[src/rtl/coordinate_reader_if.sv]
// Memory read port and coordinate stream shared by the coordinate reader and its neighbours.
// master = the reader; slave = the memory model / pathfinding side.
interface coordinate_reader_if #(
  parameter int ADDR_W  = 8,
  parameter int COORD_W = 8
);
  logic [ADDR_W-1:0]    mem_addr;
  logic                 mem_rden;
  logic [2*COORD_W-1:0] mem_rdata;
  logic                 coord_valid;
  logic                 coord_ready;
  logic [COORD_W-1:0]   x_out;
  logic [COORD_W-1:0]   y_out;
  logic [ADDR_W-1:0]    coord_index;
  logic                 last;

  modport master (
    output mem_addr, mem_rden, coord_valid, x_out, y_out, coord_index, last,
    input  mem_rdata, coord_ready
  );

  modport slave (
    input  mem_addr, mem_rden, coord_valid, x_out, y_out, coord_index, last,
    output mem_rdata, coord_ready
  );
endinterface

[src/rtl/coordinate_reader.sv]
// Streams the stored (x, y) pairs from the coordinate memory, in address order,
// to the pathfinding core over a valid/ready handshake.
module coordinate_reader #(
  parameter int ADDR_W  = 8,
  parameter int COORD_W = 8
) (
  input  logic              clk,
  input  logic              reset,
  input  logic              start,
  input  logic [ADDR_W-1:0] coord_count,
  coordinate_reader_if.master bus,
  output logic              busy,
  output logic              done
);

  localparam logic [2:0] IDLE    = 3'd0;
  localparam logic [2:0] FETCH   = 3'd1;
  localparam logic [2:0] CAPTURE = 3'd2;
  localparam logic [2:0] PRESENT = 3'd3;
  localparam logic [2:0] DONE    = 3'd4;

  logic [2:0]        state_r;
  logic [2:0]        state_s;
  logic [ADDR_W-1:0] cnt_r;
  logic [ADDR_W-1:0] cnt_s;
  logic [ADDR_W-1:0] idx_r;
  logic [ADDR_W-1:0] idx_s;
  logic              xfer_s;

  assign xfer_s = bus.coord_valid && bus.coord_ready;

  // Next-state, latched count and pair index.
  always_comb begin
    state_s = state_r;
    cnt_s   = cnt_r;
    idx_s   = idx_r;
    case (state_r)
      IDLE, DONE: begin
        if (start) begin
          cnt_s   = coord_count;
          idx_s   = {ADDR_W{1'b0}};
          state_s = (coord_count == {ADDR_W{1'b0}}) ? DONE : FETCH;
        end else begin
          state_s = state_r;
        end
      end
      FETCH: begin
        state_s = CAPTURE;
      end
      CAPTURE: begin
        state_s = PRESENT;
      end
      PRESENT: begin
        if (xfer_s) begin
          if (bus.last) begin
            state_s = DONE;
          end else begin
            idx_s   = idx_r + ADDR_W'(1);
            state_s = FETCH;
          end
        end else begin
          state_s = PRESENT;
        end
      end
      default: begin
        state_s = IDLE;
      end
    endcase
  end

  // State registers and registered outputs, all derived from the next state so
  // each output is valid in the same cycle as the state it belongs to.
  always_ff @(posedge clk) begin
    if (reset) begin
      state_r         <= IDLE;
      cnt_r           <= {ADDR_W{1'b0}};
      idx_r           <= {ADDR_W{1'b0}};
      bus.mem_addr    <= {ADDR_W{1'b0}};
      bus.mem_rden    <= 1'b0;
      bus.coord_valid <= 1'b0;
      bus.x_out       <= {COORD_W{1'b0}};
      bus.y_out       <= {COORD_W{1'b0}};
      bus.coord_index <= {ADDR_W{1'b0}};
      bus.last        <= 1'b0;
      busy            <= 1'b0;
      done            <= 1'b0;
    end else begin
      state_r         <= state_s;
      cnt_r           <= cnt_s;
      idx_r           <= idx_s;
      bus.mem_addr    <= idx_s;
      bus.mem_rden    <= (state_s == FETCH);
      bus.coord_valid <= (state_s == PRESENT);
      busy            <= (state_s == FETCH) || (state_s == CAPTURE) || (state_s == PRESENT);
      done            <= (state_s == DONE);
      // Read data is valid in CAPTURE only; the presented pair then holds until accepted.
      if (state_r == CAPTURE) begin
        bus.x_out       <= bus.mem_rdata[2*COORD_W-1:COORD_W];
        bus.y_out       <= bus.mem_rdata[COORD_W-1:0];
        bus.coord_index <= idx_r;
        bus.last        <= (idx_r == (cnt_r - ADDR_W'(1)));
      end else if (state_s != PRESENT) begin
        bus.last        <= 1'b0;
      end else begin
        bus.last        <= bus.last;
      end
    end
  end

endmodule
[src/flat_wrapper.sv]
// flat-port wrapper written by rule: the top's interface ports become plain ports
module coordinate_reader_flat 
#(
  parameter int ADDR_W  = 8,
  parameter int COORD_W = 8
)
  (clk, reset, start, coord_count, busy, done, bus_mem_addr, bus_mem_rden, bus_coord_valid, bus_x_out, bus_y_out, bus_coord_index, bus_last, bus_mem_rdata, bus_coord_ready);
  coordinate_reader_if #(.ADDR_W(ADDR_W), .COORD_W(COORD_W)) bus_i ();
  input  logic clk;
  input  logic reset;
  input  logic start;
  input  logic [ADDR_W-1:0] coord_count;
  output logic busy;
  output logic done;
  output wire logic [$bits(bus_i.mem_addr)-1:0] bus_mem_addr;
  output wire logic [$bits(bus_i.mem_rden)-1:0] bus_mem_rden;
  output wire logic [$bits(bus_i.coord_valid)-1:0] bus_coord_valid;
  output wire logic [$bits(bus_i.x_out)-1:0] bus_x_out;
  output wire logic [$bits(bus_i.y_out)-1:0] bus_y_out;
  output wire logic [$bits(bus_i.coord_index)-1:0] bus_coord_index;
  output wire logic [$bits(bus_i.last)-1:0] bus_last;
  input wire logic [$bits(bus_i.mem_rdata)-1:0] bus_mem_rdata;
  input wire logic [$bits(bus_i.coord_ready)-1:0] bus_coord_ready;
  assign bus_mem_addr = bus_i.mem_addr;
  assign bus_mem_rden = bus_i.mem_rden;
  assign bus_coord_valid = bus_i.coord_valid;
  assign bus_x_out = bus_i.x_out;
  assign bus_y_out = bus_i.y_out;
  assign bus_coord_index = bus_i.coord_index;
  assign bus_last = bus_i.last;
  assign bus_i.mem_rdata = bus_mem_rdata;
  assign bus_i.coord_ready = bus_coord_ready;
  coordinate_reader #(.ADDR_W(ADDR_W), .COORD_W(COORD_W)) u_core (.clk(clk), .reset(reset), .start(start), .coord_count(coord_count), .bus(bus_i), .busy(busy), .done(done));
endmodule
[config.mk]
export PLATFORM = sky130hd
export DESIGN_NAME = coordinate_reader_flat
export DESIGN_NICKNAME = d
export VERILOG_FILES = /design/src/rtl/coordinate_reader_if.sv /design/src/rtl/coordinate_reader.sv /design/src/flat_wrapper.sv
export SDC_FILE = /design/constraint.sdc
export NUM_CORES = 1
export LEC_CHECK = 0
export BUFFER_PORTS_ARGS = -buffer_cell sky130_fd_sc_hd__buf_2
export CORE_MARGIN = 4
export CORE_UTILIZATION = 30
export DETAILED_ROUTE_END_ITERATION = 12
export GPL_ROUTABILITY_DRIVEN = 0
export PLACE_DENSITY = 0.63
export SLEW_MARGIN = 5
export SYNTH_ARGS = -nofsm -noshare
export SYNTH_HDL_FRONTEND = slang
export SYNTH_SLANG_ARGS = --single-unit
[constraint.sdc]
create_clock -name clk -period 3 [get_ports clk]
set_input_delay 0.15 -clock clk [delete_from_list [all_inputs] [get_ports clk]]
set_output_delay 0.15 -clock clk [all_outputs]
set_load 0.005 [all_outputs]
Word level (Yosys, flattened, before mapping)
Index checks and enable logic that the tools add are counted.
- input port bits: 28
- bits in writable memories: 0
- ROM bits: 0
- latch bits: 0
- logic and storage cells: 47
- memories: 0
- output and inout port bits: 37
- flip-flop bits (word level): 48
- multiplexer cells: 11
- multipliers: 0
- add/sub/neg operators: 2
- bitwise logic cells: 0
- shift-type cells: 0
- div/mod/pow operators: 0
- order comparisons: 0
- eq/ne operators: 13
- reduce and logical (&&, ||, !) cells: 10
- operator list (cell ; count):
    two-way mux 8 bit ; 3
    case mux 8 bit (2 select lines) ; 1
    == test 3 x 2 -> 1 bit (second input constant) ; 4
    two-way mux 3 bit ; 4
    case mux 3 bit (4 select lines) ; 1
    adder 8 x 1 -> 8 bit (second input constant) ; 1
    == test 8 bit ; 1
    zero test 8 bit ; 1
    subtractor 8 x 1 -> 8 bit (second input constant) ; 1
    == test 3 x 1 -> 1 bit (second input constant) ; 2
    == test 3 bit (second input constant) ; 2
    inequality test 2 bit (second input constant) ; 2
    AND reduction 4 bit ; 1
    nonzero test 2 bit ; 2
    zero test 3 bit ; 1
    inequality test 3 x 2 -> 1 bit (second input constant) ; 1
    logical OR 1 bit ; 2
    two-way mux 1 bit ; 2
    inequality test 2 x 1 -> 1 bit (second input constant) ; 1
    AND reduction 2 bit ; 1
    OR reduction 2 bit ; 1
    logical AND 1 bit ; 1

Depth between registers and ports, before layout
Gate-level depths: netlist of the first run.
- depth after elaboration: 7
- depth in mapped cells: 8
- gate-level depth less buffers: 7

Worst setup path before layout of the first run
No wires, ideal clock.
- path type: flip-flop to flip-flop
- from: register u_core.cnt_r[0]
- to: register u_core.bus.last
- arrival time: 1.726 ns
- stages on the path, launching flop included: 7
- setup slack: 1.214 ns
- clock period less this slack: 1.786 ns
- setup time: 0.060 ns
- path through: dfxtp_1 inv_1 ha_1 xnor2_1 or4_1 nor4_1 a32o_1
- cells in the longest elaborated chain, start to end: 3
- RTL lines (item ; RTL line ; text):
    start: declaration ; coordinate_reader.sv:24 ; logic [ADDR_W-1:0] cnt_r;
    start signal: assignment ; coordinate_reader.sv:76 ; cnt_r <= {ADDR_W{1'b0}};
    start signal: assignment ; coordinate_reader.sv:89 ; cnt_r <= cnt_s;
    subtractor 8 x 1 -> 8 bit ; coordinate_reader.sv:101 ; bus.last <= (idx_r == (cnt_r - ADDR_W'(1)));
    == test 8 bit ; coordinate_reader.sv:101 ;
    two-way mux 1 bit ; coordinate_reader.sv:97 ; if (state_r == CAPTURE) begin
    end signal: assignment ; coordinate_reader.sv:101 ;
    end signal: assignment ; coordinate_reader.sv:105 ; bus.last <= bus.last;
    end: declaration ; coordinate_reader_if.sv:18 ; output mem_addr, mem_rden, coord_valid, x_out, y_out, coord_index, last,
No other way between the ends.
A chain may end at the register's enable or synchronous reset.

Worst setup path in the final report of the first run
Same ends and word-level chain as after synthesis.

==> flow_metrics.tcl, run 1 <==
set metrics [dict create \
    grt_pass1_vias 1691 \
    fin_tns_setup_ns 0 \
    grt_overflow 0 \
    critical_path_class "reg2reg" \
    finalCriticalPeriod_ns 1.94 \
    skew_ns 0.0104 \
    async_reset_ff_frac 0 \
    cts_sinks 48 \
    yosysSeqAreaShare 0.477 \
    finalSetupViolations 0 \
    worstPathArrival_ns 2.19 \
    io_pins 65 \
    cts_setup_buffers 0 \
    synth_cells 245 \
    antenna_left 0 \
    synth_top_area_cell "dfxtp_1" \
    syn-cell-area_um2 2020 \
    whs_ns 0.0733 \
    synth_top_family_by_area "simple AND/OR/NAND/NOR gates" \
    hp-start "bus_mem_rdata[13]" \
    drt_iter0_markers 81 \
    cts_max_level 2 \
    end_kind "flip-flop" \
    antenna_cells 0 \
    portBuffers 64 \
    die-width_um 90.0 \
    syn_to_final_growth_pct 24.2 \
    synth-edff-count 0 \
    tritoncts "yes" \
    wl_met2_mm 2.30 \
    coreArea_um2 6420 \
    relSlewSlack 0.435 \
    dpl-instance-area_um2 2380 \
    hpwl_mm 3.57 \
    finalCritPeriodShare 0.648 \
    wire_per_inst_um 12.8 \
    crit_path_start_kind "flip-flop" \
    postCtsHoldBufs 0 \
    initial_utilization 0.314 \
    die_h_um 90.0 \
    grt_max_degree 41 \
    ys_types 37 \
    wl_mm 4.87 \
    irDropWorstVdd_mv 0.274 \
    clkTransAtPathRegs_ns 0.09 \
    antenna_found_initial 0 \
    fmax_ghz 0.515 \
    vias_per_cell 4.75 \
    drc 0 \
    p_total_mw 1.35 \
    rows 29 \
    cp-startpoint "u_core.cnt_r[0]$_SDFFE_PP0P_" \
    synth_area_leaders "dfxtp_1 48%, nand2_1 9.9%, a21oi_1 7.0%, nor2_1 5.0%, mux2i_1 3.5%" \
    numCtsBuffers 5 \
    crit_required_ns 3.25 \
    synth_compound_area_frac 0.122 \
    cts-resized-gates 0 \
    p_leak_nw 1.09 \
    ys_top_cells_by_count "53 x nand2_1, 48 x dfxtp_1, 28 x a21oi_1" \
    synth-xor-area-share 0.0695 \
    worst_pin_slew_ns 0.848 \
    design_area_um2 2500 \
    drive_above_1_share 0.261 \
    grt_pass1_wl_mm 8.27 \
    clk_latency_ns 0.30 \
    synthAdderAreaFrac 0.0124 \
    multi_input_area_um2 975 \
    cts_buffer_depth 2 \
    synth_ff_type "dfxtp_1" \
    timing.final.hold_violations 0 \
    drtPass1Iterations 4 \
    hold_path_class "in2reg" \
    drv_cap 0 \
    synthMostInstantiatedCell "nand2_1" \
    dieArea_um2 8090 \
    synth_area_per_cell_um2 8.23 \
    yosysWarnings 0 \
    dr_wl_met3_um 219 \
    synth_nets 275 \
    crit_fanout 6 \
    vias 1805 \
    cts_root_buf "clkbuf_8" \
    nFillCells 665 \
    r2r_start "u_core.cnt_r[0]$_SDFFE_PP0P_" \
    met1_length_mm 2.29 \
    drv_slew 0 \
    top_layer_used "met4" \
    synthSimpleGateAreaFrac 0.245 \
    register_area_um2 961 \
    track_usage 0.123 \
    synthMuxAreaShare 0.0348 \
    status "finished clean" \
    synth_top_area_frac 0.477 \
    rsz0062_at_grt "no" \
    num-nets-final 332 \
    p_per_area_nw_per_um2 539 \
    synth-seq-cells 48 \
]
final timing paths:
check	cells past startpoint	slack, ns	to
setup / recovery	6	1.06	u_core.bus.last$_SDFFE_PP0P_
setup reg to reg	6	1.06	u_core.bus.last$_SDFFE_PP0P_
hold / removal	3	0.07	u_core.bus.x_out[5]$_SDFFE_PP0P_
hold reg to reg	2	0.45	u_core.bus.coord_index[7]$_SDFFE_PP0P_
cells in the final DEF (no fill, tap or decap), types with 2 or more instances in the layout:
cell and instances:
buf_2 64, nand2_1 53, dfxtp_1 48, a21oi_1 28
nor2_1 27, xor2_1 8, xnor2_1 8, mux2i_1 7
clkbuf_8 6, inv_1 5, nand4_1 5, o21ai_0 4
nor4_1 4, and3_1 3, nand2b_1 3, or2_2 2
nor3b_1 2, nand3_1 2, nor3_1 2, a41oi_1 2
ha_1 2
flip-flops by register name, indices dropped and copies added, names as in the netlist:
register	cells
u_core.bus.coord_index	8
u_core.bus.mem_rden	1
u_core.idx_r	8
u_core.bus.y_out	8
u_core.busy	1
u_core.bus.x_out	8
u_core.cnt_r	8
u_core.done	1
u_core.bus.last	1
u_core.state_r	3
u_core.bus.coord_valid	1
cells by family (layout without fill, tap and decap cells):
kind of cell / Yosys count / after routing
AO/OA/AOI/OAI: 42 / 42
XOR/XNOR: 16 / 16
adder cells (fa/ha/maj): 2 / 2
buffers and inverters: 21 / 79
flip-flops: 48 / 48
multiplexers: 7 / 7
AND/OR/NAND/NOR: 109 / 109
layer usage:
layer | vias up | track usage
li1 | 935 | -
met1 | 817 | 0.159
met2 | 48 | 0.202
met3 | 5 | 0.0284
met4 | 0 | 0.0421
met5 | - | 0
worst max-delay path, cell delays in order (launching register included):
cell	delay [ns]
dfxtp_1	0.42
inv_1	0.08
ha_1	0.31
xnor2_1	0.12
or4_1	0.46
nor4_1	0.33
a32o_1	0.17
per-stage QoR:
step,std cells,setup slack [ns],utilization
2_1_floorplan,245,1.21,-
5_1_grt,380,0.861,0.390
4_1_cts,380,1.05,0.390
3_3_place_gp,372,1.15,0.371
3_5_place_dp,372,1.06,0.371
6_report,380,1.06,0.390
cell type report:
type	instances	area share
multi-input cells	176	0.389
inverters	6	0.00900
clock inverters	2	0.0155
clock buffers	6	0.0330
well taps	77	0.0385
flip-flops and latches	48	0.384
repair buffers	65	0.131
power breakdown:
part	total [mW]	internal (mW)	switching (mW)	leakage (nW)
clock	0.487	0.273	0.215	0.0614
combinational	0.176	0.0779	0.0986	0.637
sequential	0.686	0.665	0.0212	0.390
total	1.35	1.02	0.335	1.09
Power figures use the tool's default switching activity.
==> run 2: changes to the inputs <==
--- a/config.mk
+++ b/config.mk
@@ -10,7 +10,7 @@
 export CORE_UTILIZATION = 30
 export DETAILED_ROUTE_END_ITERATION = 12
 export GPL_ROUTABILITY_DRIVEN = 0
-export PLACE_DENSITY = 0.63
+export PLACE_DENSITY = 0.65
 export SLEW_MARGIN = 5
 export SYNTH_ARGS = -nofsm -noshare
 export SYNTH_HDL_FRONTEND = slang
==> constraint.sdc (replaced) <==
create_clock -name clk -period 1.6 [get_ports clk]
set_input_delay 0.08 -clock clk [delete_from_list [all_inputs] [get_ports clk]]
set_output_delay 0.08 -clock clk [all_outputs]
set_load 0.005 [all_outputs]
==> run 2 against run 1 <==
Combinational power is 120% higher. Non-clock buffer count is 14 higher. Sequential power is 88% higher. Clock power is 76% higher. Via count is 5.0% higher. Design area is 5.1% higher. Setup slack worse by 1.0 ns. Critical path type unchanged. Largest cell class unchanged.
==> flow_metrics.tcl, run 2 (synthesis results as in run 1) <==
set metrics [dict create \
    final_common_cell "buf_2" \
    antenna_cells 0 \
    p_leak_nw 1.16 \
    rows 29 \
    setup_ws_ns 0.0229 \
    postCtsHoldBufs 0 \
    io_pins 65 \
    drt_iter0_markers 95 \
    numCtsBuffers 5 \
    irDropWorstVdd_mv 0.514 \
    status "finished clean" \
    tritoncts "yes" \
    grt_pass1_vias 1810 \
    initial_utilization 0.314 \
    skew_ns 0.00615 \
    grt_overflow 0 \
    num-nets-final 346 \
    dieArea_um2 8090 \
    post-route-util 0.410 \
    clk_latency_ns 0.29 \
    p_total_mw 2.52 \
    vias 1895 \
    portBuffers 64 \
    syn_to_final_growth_pct 30.5 \
    crit_path_start_kind "flip-flop" \
    antenna_left 0 \
    critical_path_class "reg2reg" \
    finalCriticalPeriod_ns 1.58 \
    antenna_found_initial 0 \
    cts_max_level 2 \
    crit_required_ns 1.84 \
    clkTransAtPathRegs_ns 0.09 \
    die-width_um 90.0 \
    p_per_area_nw_per_um2 959 \
    cts_sinks 48 \
    fmax_ghz 0.634 \
    wire_per_inst_um 12.8 \
    cts_setup_buffers 0 \
    cts_buffer_depth 2 \
    hpwl_mm 3.75 \
    relSlewSlack 0.724 \
    drc 0 \
    timing.final.hold_violations 0 \
    worstPathArrival_ns 1.82 \
    coreArea_um2 6420 \
    drv_cap 0 \
    drv_slew 0 \
    drtPass1Iterations 4 \
    layout_common_cells "64 x buf_2, 53 x nand2_1, 46 x dfxtp_1" \
    rsz0062_at_grt "yes" \
    grt_pass1_wl_mm 8.54 \
    crit_fanout 2 \
    wl_mm 5.05 \
    end_kind "flip-flop" \
    grt_max_degree 30 \
    hold_path_class "in2reg" \
    place_ws_ns -0.0290 \
    die_h_um 90.0 \
    finalSetupViolations 0 \
    cts-resized-gates 1 \
    vias_per_cell 4.81 \
    drive_above_1_share 0.312 \
    cts_root_buf "clkbuf_8" \
    finalCritPeriodShare 0.986 \
    nFillCells 670 \
    track_usage 0.126 \
    worst_pin_slew_ns 0.410 \
    fin_tns_setup_ns 0 \
]
[run 2: changes by cell type in the layout (fill, tap and decap cells not counted), moves of 2 or more]
cell     change
dfxtp_1      -2
inv_1        -2
inv_2        +2
buf_4       +14
[run 2: path summary, 6_finish.rpt]
kind | from | end | slack [ns] | depth (start not counted)
min reg2reg | u_core.bus.y_out[7]$_SDFFE_PP0P_ | u_core.bus.y_out[7]$_SDFFE_PP0P_ | 0.45 | 2
max reg2reg | u_core.cnt_r[1]$_SDFFE_PP0P_ | u_core.bus.last$_SDFFE_PP0P_ | 0.02 | 6
max | u_core.cnt_r[1]$_SDFFE_PP0P_ | u_core.bus.last$_SDFFE_PP0P_ | 0.02 | 6
min | bus_mem_rdata[7] | u_core.bus.y_out[7]$_SDFFE_PP0P_ | 0.02 | 3
[run 2: cell type report]
class / instances / area, um2 / share of cell area
timing repair buffer: 79 / 433 / 0.165
inverter: 6 / 22.5 / 0.00856
tap: 77 / 96.3 / 0.0366
clock inverter: 2 / 35.0 / 0.0133
clock buffer: 6 / 72.6 / 0.0276
sequential: 48 / 966 / 0.367
multi-input combinational: 176 / 1010 / 0.382
[run 2: through the flow]
stage,instance area (um2),instances,hold WS [ns]
floorplan,2050,245,0.216
global placement,2510,386,0.321
detailed placement,2510,386,0.327
CTS,2630,394,0.00194
global route,2630,394,0.00596
finish,2630,394,0.0162
[run 2: worst max-delay path: stages, from the launching register on]
cell	delay [ns]
dfxtp_2	0.34
inv_2	0.05
ha_4	0.23
xnor2_1	0.11
or4_1	0.47
nor4_1	0.18
a32o_1	0.15
[run 2: power by group]
| group | switching [mW] | total [mW] | internal, mW |
|---|---|---|---|
| logic | 0.202 | 0.380 | 0.178 |
| registers | 0.0389 | 1.29 | 1.25 |
| clock network | 0.394 | 0.858 | 0.464 |
| total | 0.635 | 2.52 | 1.89 |
[run 2: routing by layer]
| metal | part of all wire | global-route usage |
|---|---|---|
| met5 | 0 | 0 |
| met4 | 0.0046 | 0.0319 |
| met3 | 0.064 | 0.0384 |
| met2 | 0.48 | 0.211 |
| met1 | 0.46 | 0.158 |
==> run 3: changes to the inputs <==
--- a/config.mk
+++ b/config.mk
@@ -5,12 +5,14 @@
 export SDC_FILE = /design/constraint.sdc
 export NUM_CORES = 1
 export LEC_CHECK = 0
+export ABC_CLOCK_PERIOD_IN_PS = 1600
 export BUFFER_PORTS_ARGS = -buffer_cell sky130_fd_sc_hd__buf_2
 export CORE_MARGIN = 4
 export CORE_UTILIZATION = 30
 export DETAILED_ROUTE_END_ITERATION = 12
 export GPL_ROUTABILITY_DRIVEN = 0
-export PLACE_DENSITY = 0.65
+export MAX_ROUTING_LAYER = met4
+export PLACE_DENSITY = 0.53
 export SLEW_MARGIN = 5
 export SYNTH_ARGS = -nofsm -noshare
 export SYNTH_HDL_FRONTEND = slang
==> run 3 against run 2 <==
Register-to-register slack hardly changed. Via count is 1.9% higher. Clock-buffer cell count stayed put. Sequential cell count stayed put. Design area is 6.6% higher. Sequential power hardly changed. Critical path depth is 1 higher. Combinational power is 11% higher. Clock skew is 0.0013 ns lower. Cell count is 4.6% higher. Sequential share of layout area is 2.3 points lower. Utilization is 2.7 points higher. Critical endpoint unchanged.
==> flow_metrics.tcl, run 3 (synthesis results as in run 1) <==
set metrics [dict create \
    status "finished clean" \
    post-route-util 0.437 \
    r2r_end "u_core.bus.last$_SDFFE_PP0P_" \
    die_h_um 90.0 \
    grt_pass1_wl_mm 9.18 \
    timing.final.hold_violations 0 \
    vias_per_cell 4.69 \
    cts_buffer_depth 2 \
    multi_input_area_um2 1010 \
    relSlewSlack 0.710 \
    finalSetupViolations 0 \
    p_leak_nw 1.24 \
    register_area_um2 966 \
    initial_utilization 0.314 \
    irDropWorstVdd_mv 0.364 \
    io_pins 65 \
    hpwl_mm 3.86 \
    r2r_start "u_core.cnt_r[0]$_SDFFE_PP0P_" \
    finalCritPeriodShare 0.977 \
    antenna_left 0 \
    tritoncts "yes" \
    drc 0 \
    crit_path_start_kind "flip-flop" \
    wire_per_inst_um 12.9 \
    numCtsBuffers 5 \
    coreArea_um2 6420 \
    dieArea_um2 8090 \
    drtPass1Iterations 4 \
    antenna_cells 0 \
    die-width_um 90.0 \
    nFillCells 663 \
    rsz0062_at_grt "yes" \
    worst_pin_slew_ns 0.432 \
    portBuffers 64 \
    crit_required_ns 1.85 \
    grt_pass1_vias 1916 \
    setup_ws_ns 0.0361 \
    drv_cap 0 \
    hold_end "u_core.bus.x_out[1]$_SDFFE_PP0P_" \
    grt_overflow 0 \
    reg2reg_slack_ns 0.04 \
    drive_above_1_share 0.313 \
    syn_to_final_growth_pct 39.1 \
    clkTransAtPathRegs_ns 0.09 \
    crit_fanout 4 \
    final_common_cell "buf_2" \
    rr_worst_depth 7 \
    cts_max_level 2 \
    hold_path_class "in2reg" \
    drv_slew 0 \
    vias 1931 \
    grt_max_degree 30 \
    fin_tns_setup_ns 0 \
    place_ws_ns -0.0168 \
    fmax_ghz 0.639 \
    num-nets-final 364 \
    skew_ns 0.00489 \
    clk_latency_ns 0.31 \
    hp-start "bus_mem_rdata[9]" \
    rows 29 \
    critical_path_class "reg2reg" \
    cts_root_buf "clkbuf_8" \
    end_kind "flip-flop" \
    layout_common_cells "64 x buf_2, 53 x nand2_1, 46 x dfxtp_1" \
    worstPathArrival_ns 1.82 \
    drt_iter0_markers 75 \
    antenna_found_initial 0 \
    track_usage 0.144 \
    worst_hold_path.num_cells 3 \
    p_per_area_nw_per_um2 887 \
    wl_mm 5.33 \
    cts_sinks 48 \
    finalCriticalPeriod_ns 1.56 \
]
-- run 3: cell count changes in the layout (fill, tap and decap cells not counted), sizes merged --
cell / before / now
buf: 79 / 83
inv: 6 / 7
clkinv: 1 / 0
dlygate4sd3: 0 / 14
bufinv: 1 / 0
clkinvlp: 0 / 1
-- run 3: worst max-delay path, stage by stage (launching register included) --
cell and delay [ns]:
dfxtp_4 0.35, inv_2 0.04, ha_4 0.17, o21ba_4 0.19, a221oi_2 0.23, a41oi_1 0.08
nor4_2 0.29, a32o_1 0.15
-- run 3: area by class of cell --
type                       instances  area share
clock buffer                       6      0.0295
clock inverter                     2     0.00491
inverter                           6     0.00803
multi-input combinational        176       0.359
sequential                        48       0.344
tap                               77      0.0344
timing repair buffer              97       0.220
-- run 3: worst max-delay path by stage --
stage                                            start                            to  slack, ns  depth (start not counted)
final                     u_core.cnt_r[0]$_SDFFE_PP0P_  u_core.bus.last$_SDFFE_PP0P_       0.04                          7
after global routing      u_core.cnt_r[0]$_SDFFE_PP0P_  u_core.bus.last$_SDFFE_PP0P_      -0.03                          8
after detailed placement  u_core.cnt_r[0]$_SDFFE_PP0P_  u_core.bus.last$_SDFFE_PP0P_      -0.02                          6
after CTS                 u_core.cnt_r[1]$_SDFFE_PP0P_  u_core.bus.last$_SDFFE_PP0P_       0.01                          6
after floorplan           u_core.cnt_r[1]$_SDFFE_PP0P_  u_core.bus.last$_SDFFE_PP0P_      -0.03                          8
after global placement    u_core.cnt_r[0]$_SDFFE_PP0P_  u_core.bus.last$_SDFFE_PP0P_       0.02                          6
-- run 3: repair_timing --
action,in CTS,in global routing
setup buffers,0,0
resized for setup,1,2
pin swaps,0,0
setup endpoints to repair,1,10
endpoints found under the hold margin,14,0
hold buffers,14,0
-- run 3: per-stage QoR --
| stage | area, um2 | cells | hold slack [ns] | power [mW] |
|---|---|---|---|---|
| after CTS | 2800 | 412 | 0.000176 | 2.53 |
| after detailed placement | 2550 | 390 | 0.327 | 1.70 |
| after floorplan | 2050 | 245 | 0.216 | 1.55 |
| after global placement | 2550 | 390 | 0.321 | 1.70 |
| after global routing | 2800 | 412 | 0.00208 | 2.64 |
| final | 2800 | 412 | 0.0123 | 2.49 |
-- run 3: layer usage --
metal / vias to the layer above / wire length, um / global-route usage
met1: 885 / 2540 / 0.176
met4: 0 / 91 / 0.0574
met5: - / 0 / -
met3: 7 / 198 / 0.0309
li1: 998 / - / -
met2: 41 / 2500 / 0.233
-- run 3: power by group --
group | internal (mW) | total [mW] | switching [mW] | leakage (nW)
Sequential | 1.25 | 1.29 | 0.0386 | 0.391
Clock | 0.352 | 0.780 | 0.429 | 0.0477
Combinational | 0.212 | 0.421 | 0.210 | 0.801
